`config.mk`:
```
export PLATFORM = sky130hd
export DESIGN_NAME = rx_symbol_aligner
export DESIGN_NICKNAME = d
export VERILOG_FILES = /design/src/rtl/rx_symbol_aligner.sv
export SDC_FILE = /design/constraint.sdc
export NUM_CORES = 1
export LEC_CHECK = 0
export BUFFER_PORTS_ARGS = -buffer_cell sky130_fd_sc_hd__buf_4
export CAP_MARGIN = 0
export CORE_MARGIN = 8
export CORE_UTILIZATION = 45
export CTS_CLUSTER_SIZE = 8
export DETAILED_ROUTE_END_ITERATION = 16
export GPL_TIMING_DRIVEN = 1
export PLACE_DENSITY = 0.64
export SLEW_MARGIN = 40
export SYNTH_ARGS = -nofsm -noshare
export SYNTH_HDL_FRONTEND = slang
export SYNTH_SLANG_ARGS = --single-unit
```
`constraint.sdc`:
```
create_clock -name TRANSCLK -period 2.52 [get_ports TRANSCLK]
set_clock_uncertainty 0.15 [all_clocks]
set_input_delay 0.252 -clock TRANSCLK [delete_from_list [all_inputs] [get_ports TRANSCLK]]
set_output_delay 0.252 -clock TRANSCLK [all_outputs]
set_load 0.01 [all_outputs]
```
`src/rtl/rx_symbol_aligner.sv`:
```
// Serial-to-parallel receive aligner: locks 10-bit symbol framing onto K28.5 commas.
// Symbol out one edge after the boundary cycle; no backpressure, runs on the bit clock.
module rx_symbol_aligner #(
  parameter int LOCK_COUNT = 2,
  parameter int LOSS_COUNT = 4
) (
  input  logic       TRANSCLK,
  input  logic       Reset,
  input  logic       data_in,
  input  logic       RXIDLE,
  output logic [9:0] data_out,
  output logic       symbol_valid,
  output logic       comma_det,
  output logic       RXVALID,
  output logic       misalign_err
);

  typedef enum logic [1:0] {
    HUNT    = 2'd0,
    CONFIRM = 2'd1,
    LOCKED  = 2'd2
  } state_t;

  localparam logic [9:0] K28_5_RDN = 10'b0011111010;
  localparam logic [9:0] K28_5_RDP = 10'b1100000101;
  localparam logic [3:0] LOCK_TH   = 4'(LOCK_COUNT);
  localparam logic [3:0] LOSS_TH   = 4'(LOSS_COUNT);

  state_t     state;
  logic [9:0] sr;
  logic [3:0] p;
  logic [3:0] good_cnt;
  logic [3:0] bad_cnt;
  logic [3:0] good_inc;
  logic [3:0] bad_inc;
  logic       comma_match;
  logic       boundary;

  assign comma_match = (sr == K28_5_RDN) || (sr == K28_5_RDP);
  assign boundary    = (p == 4'd9);
  assign good_inc    = (good_cnt == 4'hF) ? good_cnt : good_cnt + 4'd1;
  assign bad_inc     = (bad_cnt  == 4'hF) ? bad_cnt  : bad_cnt  + 4'd1;

  // RXVALID mirrors the next state; it is only touched on transitions into or out of LOCKED.
  always_ff @(posedge TRANSCLK) begin
    if (Reset) begin
      state        <= HUNT;
      sr           <= 10'h000;
      p            <= 4'd0;
      good_cnt     <= 4'd0;
      bad_cnt      <= 4'd0;
      data_out     <= 10'h000;
      symbol_valid <= 1'b0;
      comma_det    <= 1'b0;
      misalign_err <= 1'b0;
      RXVALID      <= 1'b0;
    end else begin
      sr           <= {sr[8:0], data_in};
      p            <= boundary ? 4'd0 : p + 4'd1;
      symbol_valid <= 1'b0;
      comma_det    <= 1'b0;
      misalign_err <= 1'b0;

      if (RXIDLE) begin
        state    <= HUNT;
        p        <= 4'd0;
        good_cnt <= 4'd0;
        bad_cnt  <= 4'd0;
        RXVALID  <= 1'b0;
      end else begin
        case (state)
          HUNT: begin
            if (comma_match) begin
              // The comma cycle itself acts as a boundary, so framing restarts here.
              p        <= 4'd0;
              good_cnt <= 4'd1;
              bad_cnt  <= 4'd0;
              if (LOCK_TH <= 4'd1) begin
                state        <= LOCKED;
                RXVALID      <= 1'b1;
                data_out     <= sr;
                symbol_valid <= 1'b1;
                comma_det    <= 1'b1;
              end else begin
                state <= CONFIRM;
              end
            end
          end

          CONFIRM: begin
            if (comma_match) begin
              if (boundary) begin
                good_cnt <= good_inc;
                if (good_inc >= LOCK_TH) begin
                  state        <= LOCKED;
                  RXVALID      <= 1'b1;
                  bad_cnt      <= 4'd0;
                  data_out     <= sr;
                  symbol_valid <= 1'b1;
                  comma_det    <= 1'b1;
                end
              end else begin
                p        <= 4'd0;
                good_cnt <= 4'd1;
              end
            end
          end

          LOCKED: begin
            if (boundary) begin
              data_out     <= sr;
              symbol_valid <= 1'b1;
              comma_det    <= comma_match;
              if (comma_match) begin
                bad_cnt <= 4'd0;
              end
            end else if (comma_match) begin
              // Framing is never moved while locked; only repeated evidence drops lock.
              misalign_err <= 1'b1;
              bad_cnt      <= bad_inc;
              if (bad_inc >= LOSS_TH) begin
                state    <= HUNT;
                RXVALID  <= 1'b0;
                good_cnt <= 4'd0;
                bad_cnt  <= 4'd0;
              end
            end
          end

          default: begin
            state   <= HUNT;
            RXVALID <= 1'b0;
          end
        endcase
      end
    end
  end

endmodule

```
# ---- Word-level counts from Yosys, hierarchy flattened
# Index checks and enable logic that the tools add are counted.
dict set report word_totals {
  elab_cells 95
  reg_bits 38
}
dict set report op_classes {
  n_lt_le_gt_ge 2
  eq_ne 16
  bitwise 3
  add_sub_neg 3
  reduce_logical 11
  mux 50
}
# op count
set op_table {}
lappend op_table {{4-bit two-way mux} 19}
lappend op_table {{10-bit two-way mux} 4}
lappend op_table {{4-bit one-hot mux with 3 select lines} 2}
lappend op_table {{10-bit one-hot mux with 2 select lines} 1}
lappend op_table {{2-bit inequality test, second input constant} 8}
lappend op_table {{2-bit two-way mux} 7}
lappend op_table {{7-bit AND reduction} 2}
lappend op_table {{4-bit by 1-bit adder with 4-bit output, second input constant} 3}
lappend op_table {{4-bit equality test, second input constant} 3}
lappend op_table {{1-bit two-way mux} 12}
lappend op_table {{6-bit AND reduction} 2}
lappend op_table {{10-bit equality test, second input constant} 1}
lappend op_table {{10-bit by 8-bit equality test with 1-bit output, second input constant} 1}
lappend op_table {{4-bit one-hot mux with 2 select lines} 1}
lappend op_table {{2-bit one-hot mux with 3 select lines} 1}
lappend op_table {{5-bit AND reduction} 1}
lappend op_table {{4-bit by 2-bit >= comparator with 1-bit output, second input constant} 1}
lappend op_table {{4-bit by 3-bit >= comparator with 1-bit output, second input constant} 1}
lappend op_table {{1-bit one-hot mux with 2 select lines} 2}
lappend op_table {{4-bit OR reduction} 1}
lappend op_table {{3-bit inequality test, second input constant} 1}
lappend op_table {{1-bit inverter} 3}
lappend op_table {{1-bit one-hot mux with 3 select lines} 1}
lappend op_table {{3-bit nonzero test} 1}
lappend op_table {{other kinds (6)} 6}

# ---- Longest topological paths before layout
dict set report logic_depth {
  word_depth 7
  depth_mapped 9
  mapped_depth_nobuf 8
}

# ---- Worst setup path before layout
# OpenSTA, ideal clock, no wires.
dict set report synth_path {
  path_type {flip-flop to flip-flop}
  from {register sr[5]}
  to {register data_out[0]}
  synth_period_minus_slack_ns 2.124
  path_slack_ns 0.396
  path_stages_with_launch 8
  path_buffers 1
  arrival_ns 1.852
  setup_time_ns 0.121
  cell_sequence {dfxtp_1 > or4b_4 > nor4_4 > nor2_2 > o21ai_2 > nand4b_1 > buf_6 > mux2_4}
}
dict set report synth_via {
  elab_chain_cells 4
  word_cells_on_any_way 5
  cone_classes {eq/ne (3); reduce/logical (2)}
}
# item line
set synth_rtl {}
lappend synth_rtl {{start: declaration} 30} ;# logic [9:0] sr;
lappend synth_rtl {{start signal: assignment} 58} ;# sr <= {sr[8:0], data_in};
lappend synth_rtl {{10-bit by 8-bit equality test with 1-bit output or 10-bit equality test (tied branches)} 39} ;# assign comma_match = (sr == K28_5_RDN) || (sr == K28_5_RDP);
lappend synth_rtl {{1-bit logical OR *} 39}
lappend synth_rtl {{2-bit inequality test (no source line) *} n/a}
lappend synth_rtl {{6-bit AND reduction (no source line) *} n/a}
lappend synth_rtl {{end signal: assignment} 81} ;# data_out <= sr;
lappend synth_rtl {{end signal: assignment} 98} ;# data_out <= sr;
lappend synth_rtl {{end signal: assignment} 111} ;# data_out <= sr;
lappend synth_rtl {{end: declaration} 11} ;# output logic [9:0] data_out,
# Mark *: on every way between the ends. The rest lies on a longest branch, timed or not.
# A chain may end at the register's enable or synchronous reset.

# ---- Worst setup path after layout
dict set report layout_path {
  from {register sr[5]}
  to {register data_out[3]}
}
# Same word-level chain as after synthesis.

==> qor.csv <==
metric,value,unit
status,"finished, final reports clean",
cts_sinks,38,
synth-xor-area-share,0.0146,
drcViolationCount,0,
drive_gt1_frac,0.230,
ir_drop,0.000340,V
ys_types,42,
synth-warning-count,0,
hpwlAfterDp,2560,um
gr-total-overflow,0,
tns,0,ns
dp_slack,0.165,ns
synthesis.nets,197,
use_met1,0.135,
dr.pass1.iters,4,
grt-busiest-layer,met2,
cp.arrival,2.38,ns
synthArstFlopShare,0,
setup_ws,0.171,ns
synth_mux_area_frac,0.0866,
netlist.top_cell.by_area,dfxtp_1,
synthAdderAreaFrac,0.0554,
antenna_found_initial,0,
finalSetupViolCount,0,
synth_common_cells,"38 x dfxtp_1, 20 x nor2b_1, 15 x nor2_1",
final_nets,215,
cp.required,2.55,ns
hold_viol,0,
grt_pass1_wl,5950,um
synth-edff-count,0,
grt_pass1_vias,1344,
portBuffers,17,
die_area,6290,sq um
period_share,0.932,
crit_type,flop to flop,
route.antenna.remaining_nets,0,
die_h,79.3,um
fmax,426,MHz
syn_area_per_cell,9.76,sq um
yosys-top-cells-area,"dfxtp_1 42%, mux2_4 7.5%, nor2b_1 6.9%",
tightestPinTransition,0.591,ns
synth_top_family_by_area,simple AND/OR/NAND/NOR gates,
path_clk_slew,0.07,ns
ys.flop_type,dfxtp_1,
grt.met3_usage,0.0485,
grtUsageMet2,0.192,
power.density,510,nW/um^2
vias_per_cell,5.40,
synthCells,185,
io_pins,18,
num-fill-cells,361,
initial_core_util,0.458,
relSlewSlack,0.606,
grt_usage,0.120,
leakage,0.000815,uW
die_w,79.3,um
crit_fanout,14,
rsz0062_at_grt,false,
place.gp.congestion,0.914,
cts_buffer_depth,2,
cap_viol_max_count,0,
drt_iter0_markers,86,
cts_made_buffers,5,
core_area,3940,sq um
ys_ff_latch,38,
min_path_type,input port to flop,
area_growth,14.1,%
wl_per_cell,14.0,um
hold_buffers,0,
syn_area,1810,sq um
tritoncts,done,
antenna_cells,0,
synth-simple-area-share,0.250,
synth.most_common_cell,dfxtp_1,
root_buffer,clkbuf_8,
h-tree-depth,2,
min_period,2.35,ns
startpoint_type,flop,
grt_max_degree,24,
ys_seq_area_frac,0.421,
routed_wl,3550,um
core.rowCount,23,
drv_slew,0,
vias,1372,
end_kind,flop,
synth_compound_area_frac,0.139,
insertion_delay,0.29,ns
synth_top_area_frac,0.421,
## per-layer routing
| layer | part of all wire | up-vias | wire length, um |
|---|---|---|---|
| li1 | - | 683 | - |
| met1 | 0.45 | 646 | 1600 |
| met2 | 0.47 | 36 | 1680 |
| met3 | 0.059 | 7 | 210 |
| met4 | 0.017 | 0 | 60 |
| met5 | 0 | - | 0 |
## critical path, cell delays in order, from the launching register on
cell and delay, ns:
dfxtp_1 0.32, or4b_4 0.55, nor4_4 0.19, nor2_2 0.18, o21ai_2 0.22, nand4b_1 0.11, buf_4 0.21, mux2_4 0.31
## power breakdown
group          switching [uW]  leakage (uW)  total, uW  internal [uW]
combinational            13.4      0.000460       21.9           8.44
sequential               3.29      0.000307        608            604
clock                     201     0.0000482        421            220
## through the flow
stage          power [uW]  hold WS, ns  instances  instance area (sq um)   util
6_report             1050       0.0224        254                   2060  0.522
5_1_grt              1090       0.0209        254                   2060  0.522
2_1_floorplan         635        0.185        185                   1810      -
3_5_place_dp          643        0.319        246                   1960  0.498
3_3_place_gp          642        0.297        246                   1960  0.498
4_1_cts              1070       0.0135        254                   2050  0.521
## logic make-up (layout without fill, tap and decap cells)
logic type / Yosys count / count (layout)
AND/OR/NAND/NOR: 77 / 77
flip-flops: 38 / 38
AO/OA/AOI/OAI: 36 / 36
buffers and inverters: 12 / 31
multiplexers: 11 / 11
adder cells (fa/ha/maj): 8 / 8
XOR/XNOR: 3 / 3
## placed cells by master (no fill, tap or decap), drive strengths merged, types with 2 or more instances in the layout
master | synthesis | layout
a211oi | 3 | 3
and3 | 2 | 2
nand3 | 6 | 6
buf | 2 | 18
nor2 | 16 | 16
inv | 5 | 5
dfxtp | 38 | 38
or2 | 4 | 4
nor2b | 20 | 20
a21oi | 8 | 8
o31ai | 2 | 2
a31oi | 5 | 5
o21ai | 11 | 11
nand2 | 7 | 7
mux2 | 10 | 10
nor3 | 3 | 3
nor4 | 3 | 3
clkbuf | 5 | 7
and2 | 4 | 4
nand2b | 4 | 4
nand4b | 4 | 4
xnor2 | 2 | 2
ha | 8 | 8
## area by class of cell
type,instances,area [sq um],share of cell area
multi-input cells,135,991,0.481
flip-flops and latches,38,761,0.369
repair buffers,18,135,0.0656
clock buffers,7,86.3,0.0419
well taps,50,62.6,0.0304
inverters,5,18.8,0.00911
clock inverters,1,5.00,0.00243
## registers in the layout, summed over array words and instances, names as in the netlist
signal,flops
state,2
comma_det,1
data_out,10
sr,10
misalign_err,1
bad_cnt,4
symbol_valid,1
good_cnt,4
p,4
RXVALID,1
## what timing repair did
| item | in CTS | in global routing |
|---|---|---|
| gates resized for setup | 0 | 1 |
| setup endpoints to repair | 0 | 3 |
| buffers inserted | 0 | 0 |
## worst paths after layout
path	start	end	slack (ns)	cells after the start
setup reg to reg	sr[5]	data_out[3]	0.17	7
hold reg to reg	p[0]	p[0]	0.32	1
setup / recovery	sr[5]	data_out[3]	0.17	7
hold / removal	data_in	sr[0]	0.02	2
(Power assumes the default switching activity.)
